<file path="src/rtl/ex_ctrl_pkg.sv">
// Shared types and constants for the execute-stage sequencing controller.
// Used by ex_seq_ctrl (optional EX_PERF_CNT_EN counters live in the top).
package ex_ctrl_pkg;

    localparam int FUNCT_W = 3;
    localparam int STATE_W = 3;
    localparam int NUM_FUNCT = 1 << FUNCT_W;

    localparam logic [NUM_FUNCT-1:0] TWO_OP_MASK_DEF = 8'b0000_1111;

    typedef enum logic [STATE_W-1:0] {
        IDLE   = 3'd0,
        LOAD   = 3'd1,
        EXEC   = 3'd2,
        DONE   = 3'd3,
        BRANCH = 3'd4
    } state_e;

    // Instruction fields captured on the accept edge.
    typedef struct packed {
        logic [FUNCT_W-1:0] funct;
        logic               j;
        logic               jc;
        logic               neq;
        logic               ina;
    } instr_t;

    function automatic logic needs_ac_in_load(input logic [NUM_FUNCT-1:0] mask,
                                              input logic [FUNCT_W-1:0]   funct);
        return mask[funct];
    endfunction

endpackage

</file>
<file path="src/rtl/ex_branch_eval.sv">
// Branch resolution: unconditional jump, or conditional jump whose polarity
// (neq) is compared against the registered zero flag.
module ex_branch_eval (
    input  logic j_i,
    input  logic jc_i,
    input  logic neq_i,
    input  logic zero_flag_i,
    output logic taken_o
);

    assign taken_o = j_i | (jc_i & (zero_flag_i ^ neq_i));

endmodule

</file>
<file path="src/rtl/ex_seq_ctrl.sv">
// Execute-stage sequencing FSM: acIn load, ALU fire, result handshake, branch.
// Define EX_PERF_CNT_EN to add saturating stall/branch performance counters.
module ex_seq_ctrl
    import ex_ctrl_pkg::*;
#(
    parameter logic [NUM_FUNCT-1:0] TWO_OP_MASK = TWO_OP_MASK_DEF
) (
    input  logic               clock,
    input  logic               reset,
    input  logic               valid_in,
    input  logic [FUNCT_W-1:0] funct,
    input  logic               j_in,
    input  logic               jc_in,
    input  logic               neq_in,
    input  logic               ina_in,
    input  logic               zero_flag,
    input  logic               mem_ready,
    output logic               stall,
    output logic               ac_in_load,
    output logic               mux_sel,
    output logic [FUNCT_W-1:0] alu_op,
    output logic               ac_out_load,
    output logic               valid_out,
    output logic               take_branch,
    output logic               flush,
    output logic               busy
`ifdef EX_PERF_CNT_EN
    ,
    output logic [15:0]        stall_cycles,
    output logic [7:0]         branch_taken_cnt
`endif
);

    state_e state_q, state_d;
    instr_t instr_q, instr_d;
    logic   taken;

    ex_branch_eval u_branch_eval (
        .j_i        (instr_q.j),
        .jc_i       (instr_q.jc),
        .neq_i      (instr_q.neq),
        .zero_flag_i(zero_flag),
        .taken_o    (taken)
    );

    // NOTE: non-blocking assignments keep every register updating from pre-edge values.
    always_ff @(posedge clock) begin
        if (!reset) begin
            state_q <= IDLE;
            instr_q <= '0;
        end else begin
            state_q <= state_d;
            instr_q <= instr_d;
        end
    end

    // NOTE: every output gets a default first, so no path leaves a latch behind.
    always_comb begin
        state_d     = state_q;
        instr_d     = instr_q;
        ac_in_load  = 1'b0;
        mux_sel     = 1'b0;
        alu_op      = '0;
        ac_out_load = 1'b0;
        valid_out   = 1'b0;
        take_branch = 1'b0;
        flush       = 1'b0;

        unique case (state_q)
            IDLE: begin
                if (valid_in) begin
                    instr_d = '{funct: funct, j: j_in, jc: jc_in, neq: neq_in, ina: ina_in};
                    if (j_in || jc_in) begin
                        state_d = BRANCH;
                    end else if (needs_ac_in_load(TWO_OP_MASK, funct)) begin
                        state_d = LOAD;
                    end else begin
                        state_d = EXEC;
                    end
                end
            end
            LOAD: begin
                ac_in_load = 1'b1;
                mux_sel    = instr_q.ina;
                state_d    = EXEC;
            end
            EXEC: begin
                alu_op      = instr_q.funct;
                ac_out_load = 1'b1;
                state_d     = DONE;
            end
            DONE: begin
                alu_op    = instr_q.funct;
                valid_out = 1'b1;
                if (mem_ready) begin
                    state_d = IDLE;
                end
            end
            BRANCH: begin
                take_branch = taken;
                flush       = taken;
                state_d     = IDLE;
            end
            default: state_d = IDLE;
        endcase
    end

    assign busy  = (state_q != IDLE);
    assign stall = busy;

`ifdef EX_PERF_CNT_EN
    logic [15:0] stall_cycles_q;
    logic [7:0]  branch_taken_cnt_q;

    always_ff @(posedge clock) begin
        if (!reset) begin
            stall_cycles_q     <= '0;
            branch_taken_cnt_q <= '0;
        end else begin
            if (stall && (stall_cycles_q != '1)) begin
                stall_cycles_q <= stall_cycles_q + 16'd1;
            end
            if (take_branch && (branch_taken_cnt_q != '1)) begin
                branch_taken_cnt_q <= branch_taken_cnt_q + 8'd1;
            end
        end
    end

    assign stall_cycles     = stall_cycles_q;
    assign branch_taken_cnt = branch_taken_cnt_q;
`endif

endmodule

</file>
<file path="config.mk">
export PLATFORM = sky130hd
export DESIGN_NAME = ex_seq_ctrl
export DESIGN_NICKNAME = d
export VERILOG_FILES = /design/src/rtl/ex_ctrl_pkg.sv /design/src/rtl/ex_branch_eval.sv /design/src/rtl/ex_seq_ctrl.sv
export SDC_FILE = /design/constraint.sdc
export NUM_CORES = 1
export LEC_CHECK = 0
export CORE_UTILIZATION = 40
export CTS_BUF_LIST = sky130_fd_sc_hd__clkbuf_4 sky130_fd_sc_hd__clkbuf_8 sky130_fd_sc_hd__clkbuf_16
export DETAILED_ROUTE_END_ITERATION = 6
export PLACE_DENSITY = 0.85
export SYNTH_ARGS = -nofsm -noshare
export SYNTH_HDL_FRONTEND = slang
export SYNTH_SLANG_ARGS = --single-unit
export TNS_END_PERCENT = 100
</file>
<file path="constraint.sdc">
create_clock -name clock -period 1.6 [get_ports clock]
set_input_delay 0.32 -clock clock [delete_from_list [all_inputs] [get_ports clock]]
set_output_delay 0.32 -clock clock [all_outputs]
set_load 0.05 [all_outputs]
</file>
**After elaboration in Yosys (flattened, before gate mapping)**

Memory sizes are Yosys's and may differ from the RTL's.
Index checks and enable logic that the tools add are counted.

- Flip-flop bits (word level): 10
- Latch bits: 0
- RAM bits: 0
- Memory bits (read-only): 8
- Bits of input ports: 12
- Output and inout port bits: 11
- Word-level logic and storage cells: 35
- Memories kept: 1

- Add/subtract/negate cells: 0
- $mul: 0
- Div/mod/pow operators: 0
- $lt $le $gt $ge: 1
- Eq/ne operators: 6
- Shifts and indexed selects: 0
- Multiplexer cells: 12
- Bitwise logic cells: 3
- Reductions and logical operators: 6

Memories:

| memory | words | width | rd ports | clocked after Yosys merged registers in | wr ports | line | source |
|---|---|---|---|---|---|---|---|
| (no name shown) | 8 | 1 | 1 | 0 | 0 | ex_ctrl_pkg.sv:30 | `return mask[funct];` |

Operators with widths:

| cell | count |
|---|---|
| 2-to-1 mux 3 bit | 4 |
| case mux 3 bit (4 select lines) | 1 |
| equality test 3 x 2 -> 1 bit, second input constant | 2 |
| 2-to-1 mux 1 bit | 6 |
| < comparator 3 x 4 -> 1 bit, second input constant | 1 |
| inequality test 2 bit, second input constant | 2 |
| AND reduction 2 bit | 2 |
| equality test 3 x 1 -> 1 bit, second input constant | 1 |
| equality test 3 bit, second input constant | 1 |
| logical NOT 3 bit | 1 |
| nonzero test 3 bit | 1 |
| 2-to-1 mux 2 bit | 1 |
| OR reduction 2 bit | 1 |
| bitwise AND 1 bit | 1 |
| logical OR 1 bit | 1 |
| OR 1 bit | 1 |
| bitwise XOR 1 bit | 1 |

**Logic depth before layout (Yosys ltp)**

- Depth in word-level cells: 6
- Gate-level depth with buffers: 4
- Depth with buffers taken out: 2

**Hierarchy**

Synthesis repeated with hierarchy kept, for this count alone.

- Cells, all modules: 61
- Area, all modules: 519.2 µm²

Modules (own cells, without submodules):

| module | instances | cells an instance | area an instance (µm²) | seq. area each (µm²) |
|---|---|---|---|---|
| ex_seq_ctrl | 1 | 59 | 503.0 | 200.2 |
| ex_branch_eval | 1 | 2 | 16.3 | 0.0 |

**Worst setup path before layout**

OpenSTA, ideal clock, no wires.

- Path type: reg2out
- From: register state_q[1]
- To: output take_branch
- Arrival: 1.849 ns
- Setup slack: -0.569 ns
- Cell stages (with the launch flop): 5
- Buffers on the path: 2
- Cell sequence: dfxtp_1 buf_2 or3b_1 a211oi_2 buf_4

- Cells in the longest elaborated chain, start to end: 2

Ends and longest elaborated chain:

| item | line | source |
|---|---|---|
| start, declared | ex_seq_ctrl.sv:34 | `state_e state_q, state_d;` |
| start signal, assigned | ex_seq_ctrl.sv:52 | `state_q <= state_d;` |
| equality test 3 bit | n/a |  |
| 2-to-1 mux 1 bit | n/a |  |
| end, declared | ex_seq_ctrl.sv:24 | `output logic take_branch,` |

Every way passes these cells.

**Worst setup path after layout**

- From: register state_q[0]
- To: output flush

- Cells in the longest elaborated chain, start to end: 2

Ends and longest elaborated chain:

| item | line | source |
|---|---|---|
| equality test 3 bit | ex_seq_ctrl.sv:69 | `unique case (state_q)` |
| 2-to-1 mux 1 bit | ex_seq_ctrl.sv:69 |  |
| end, declared | ex_seq_ctrl.sv:25 | `output logic flush,` |

Every way passes these cells.

==> impl_metrics.csv <==
group,metric,value,unit
sta,fin_crit_sh,110,%
die,ios,23,
critical_path,cp_data_arrival_time,1.44,ns
flow_run,cap_violations,0,
sta,slew_violations,0,
finish,drive_gt1_share,42.5,%
synth,synth_area,553,µm²
detailed_routing,dr.pass1.iters,4,
clock_tree,cts_buffers,3,
place,gp_congestion,0.718,
clock_tree,cts_root_buf,"clkbuf_4",
global_route,grt_antenna_before_repair,0,
detailed_routing,dr.first_iter.drc_count,7,
power_and_ir_drop,p_leak,0.416,nW
global_route,grt_max_degree,11,
power_and_ir_drop,worst_ir_drop_vdd,0.565,mV
die,die_y,39.2,µm
synth,synthDistinctLibCells,25,
global_route,grt_overflow,0,
finish,layout.nets,101,
clock_tree,clkSinkCount,10,
global_route,globalRouteTotalUtil,17.7,%
critical_path,crit_required,1.28,ns
sta,hold_viol,0,
finish,diodes,0,
synth,synth-compound-area-share,9.95,%
sta,finalClockSkew,0.00425,ns
critical_path,cp-end-kind,"primary output",
synth,synth_nets,72,
die,core-area,1300,µm²
die,rows,13,
synth,synth-xor-area-share,1.58,%
place,place_hpwl,944,µm
synth,yosys.area.top_type,"dfxtp_1",
sta,rsz0062_at_grt,"true",
worst_hold_path,hp-class,"flop to flop",
detailed_routing,vias_per_cell,5.01,
synth,synth_mux_area_share,12.7,%
clock_tree,cts_tree,"done",
detailed_routing,num_vias,511,
critical_path,crit_fanout,2,
critical_path,crit_type,"flop to primary output",
clock_tree,clkLatencyLatePin,0.26,ns
clock_tree,clock_path_buffers,2,
detailed_routing,detail-route-antenna-nets,0,
run_status,status,"finished, violations left",
global_route,grt_pass1_vias,459,
detailed_routing,wl,1.19,mm
finish,area_growth_syn_to_layout,77.4,%
synth,ys_warn_count,0,
sta,finalCriticalPeriod,1.76,ns
power_and_ir_drop,power_density,675,nW/µm²
place,placed_cell_area,905,µm²
synth,syn-mean-instance-area,9.22,µm²
clock_tree,clk_pin_slew,0.06,ns
synth,synth_area_leaders,"dfxtp_1, mux2i_1, nand2_1",
synth,synthCells,60,
clock_tree,h-tree-depth,1,
synth,yosys_register_bits,10,
finish,fin_area,981,µm²
sta,fmax,567,MHz
sta,worst_pin_slew,0.313,ns
die,start_util,42.5,%
finish,finalNonFillerCells,102,
clock_tree,cts_hold_buf,0,
critical_path,start_kind,"flop",
detailed_routing,route.detailed.drc,0,
synth,netlist.area_leader.share,36.2,%
place,dp_cells,98,
place,port_buffers,22,
synth,synthSimpleGateAreaFrac,32.4,%
synth,synth_top_family_by_area,"simple AND/OR/NAND/NOR gates",
sta,slew_headroom,79.1,%
die,dieArea,1540,µm²
synth,synth_fa_ha_area_share,0,%
finish,fin_util,75.4,%
sta,finalSetupViolations,4,
die,die_w,39.2,µm
sta,setup-tns-final,-0.374,ns
synth,yosysSeqAreaShare,36.2,%
run_status,violations,"negative setup slack",
detailed_routing,routedWlPerCell,11.6,µm
sta,setup_slack,-0.163,ns
global_route,grt_pass1_wl,1.82,mm
per-layer routing:
| metal | vias up | global-route usage (%) | part of all wire [%] |
|---|---|---|---|
| li1 | 257 | - | - |
| met5 | - | 0 | 0 |
| met3 | 0 | 5.20 | 4.2 |
| met4 | 0 | 5.17 | 0 |
| met2 | 16 | 29.2 | 52 |
| met1 | 238 | 22.0 | 44 |
flip-flops by register name (all words and copies together) (netlist names):
register	count
instr_q	7
state_q	3
power by group:
part / switching (W) / internal [W]
clock: 0.0000784 / 0.0000865
combinational: 0.000106 / 0.000113
sequential: 0.0000101 / 0.000268
cells in the final DEF (no fill, tap or decap), drive strengths merged:
cell type,instances
buf,18
nand2,14
clkdlybuf4s50,11
dfxtp,10
mux2i,7
and2,5
clkbuf,3
nor2b,3
nor3b,2
or3,1
inv,1
xnor2,1
nor2,1
or3b,1
a211oi,1
nor4b,1
nor4bb,1
nand3,1
o311a,1
o211a,1
o21ba,1
nor3,1
o221a,1
critical path, stage by stage (launching register included):
cell and delay [ns]:
dfxtp_2 0.32, or3b_4 0.40, a211oi_4 0.28, buf_12 0.18
path summary, 6_finish.rpt:
kind / startpoint / endpoint / slack [ns] / cells after the start
hold reg to reg: instr_q[4] / instr_q[4] / 0.47 / 2
hold / removal: instr_q[4] / instr_q[4] / 0.47 / 2
setup reg to reg: state_q[0] / instr_q[0] / 0.37 / 4
setup / recovery: state_q[0] / flush / -0.16 / 3
Yosys cell counts:
cell type  number
nor2_1          1
o21ba_1         1
or3_2           1
o311a_2         1
nand2_1        14
a211oi_2        1
nor2b_1         3
nor4bb_1        1
or3b_1          1
buf_6           1
nor3b_1         1
xnor2_1         1
and2_2          1
nor4b_2         1
nand3_1         1
inv_1           1
and2_1          4
o221a_1         1
nor3_1          1
dfxtp_1        10
nor3b_2         1
buf_4           2
o211a_1         1
mux2i_1         7
buf_2           2
cell families after synthesis:
logic type	after synthesis
AOI/OAI and AO/OA	5
xor gates and xnor gates	1
buffers and inverters	6
DFF	10
muxes	7
and+or+nand+nor	31
stage by stage:
step / worst slack, ns / power, W / hold slack [ns]
after floorplan: -0.373 / 0.000407 / 0.430
after global placement: -0.143 / 0.000476 / 0.437
after detailed placement: -0.161 / 0.000481 / 0.455
after CTS: -0.177 / 0.000665 / 0.462
after global routing: -0.196 / 0.000691 / 0.483
final: -0.163 / 0.000662 / 0.468
layout make-up:
class / instances / area, µm²
timing repair buffer: 29 / 377
sequential: 10 / 204
inverter: 1 / 3.75
tap: 15 / 18.8
clock buffer: 3 / 22.5
fill: 102 / 320
multi-input combinational: 44 / 355
what timing repair did:
action,CTS,global route
pin swaps,2,1
endpoints found under the setup margin,10,9
setup buffers,1,0
hold endpoints to repair,0,0
gates resized for setup,10,4
(Power assumes the default switching activity.)
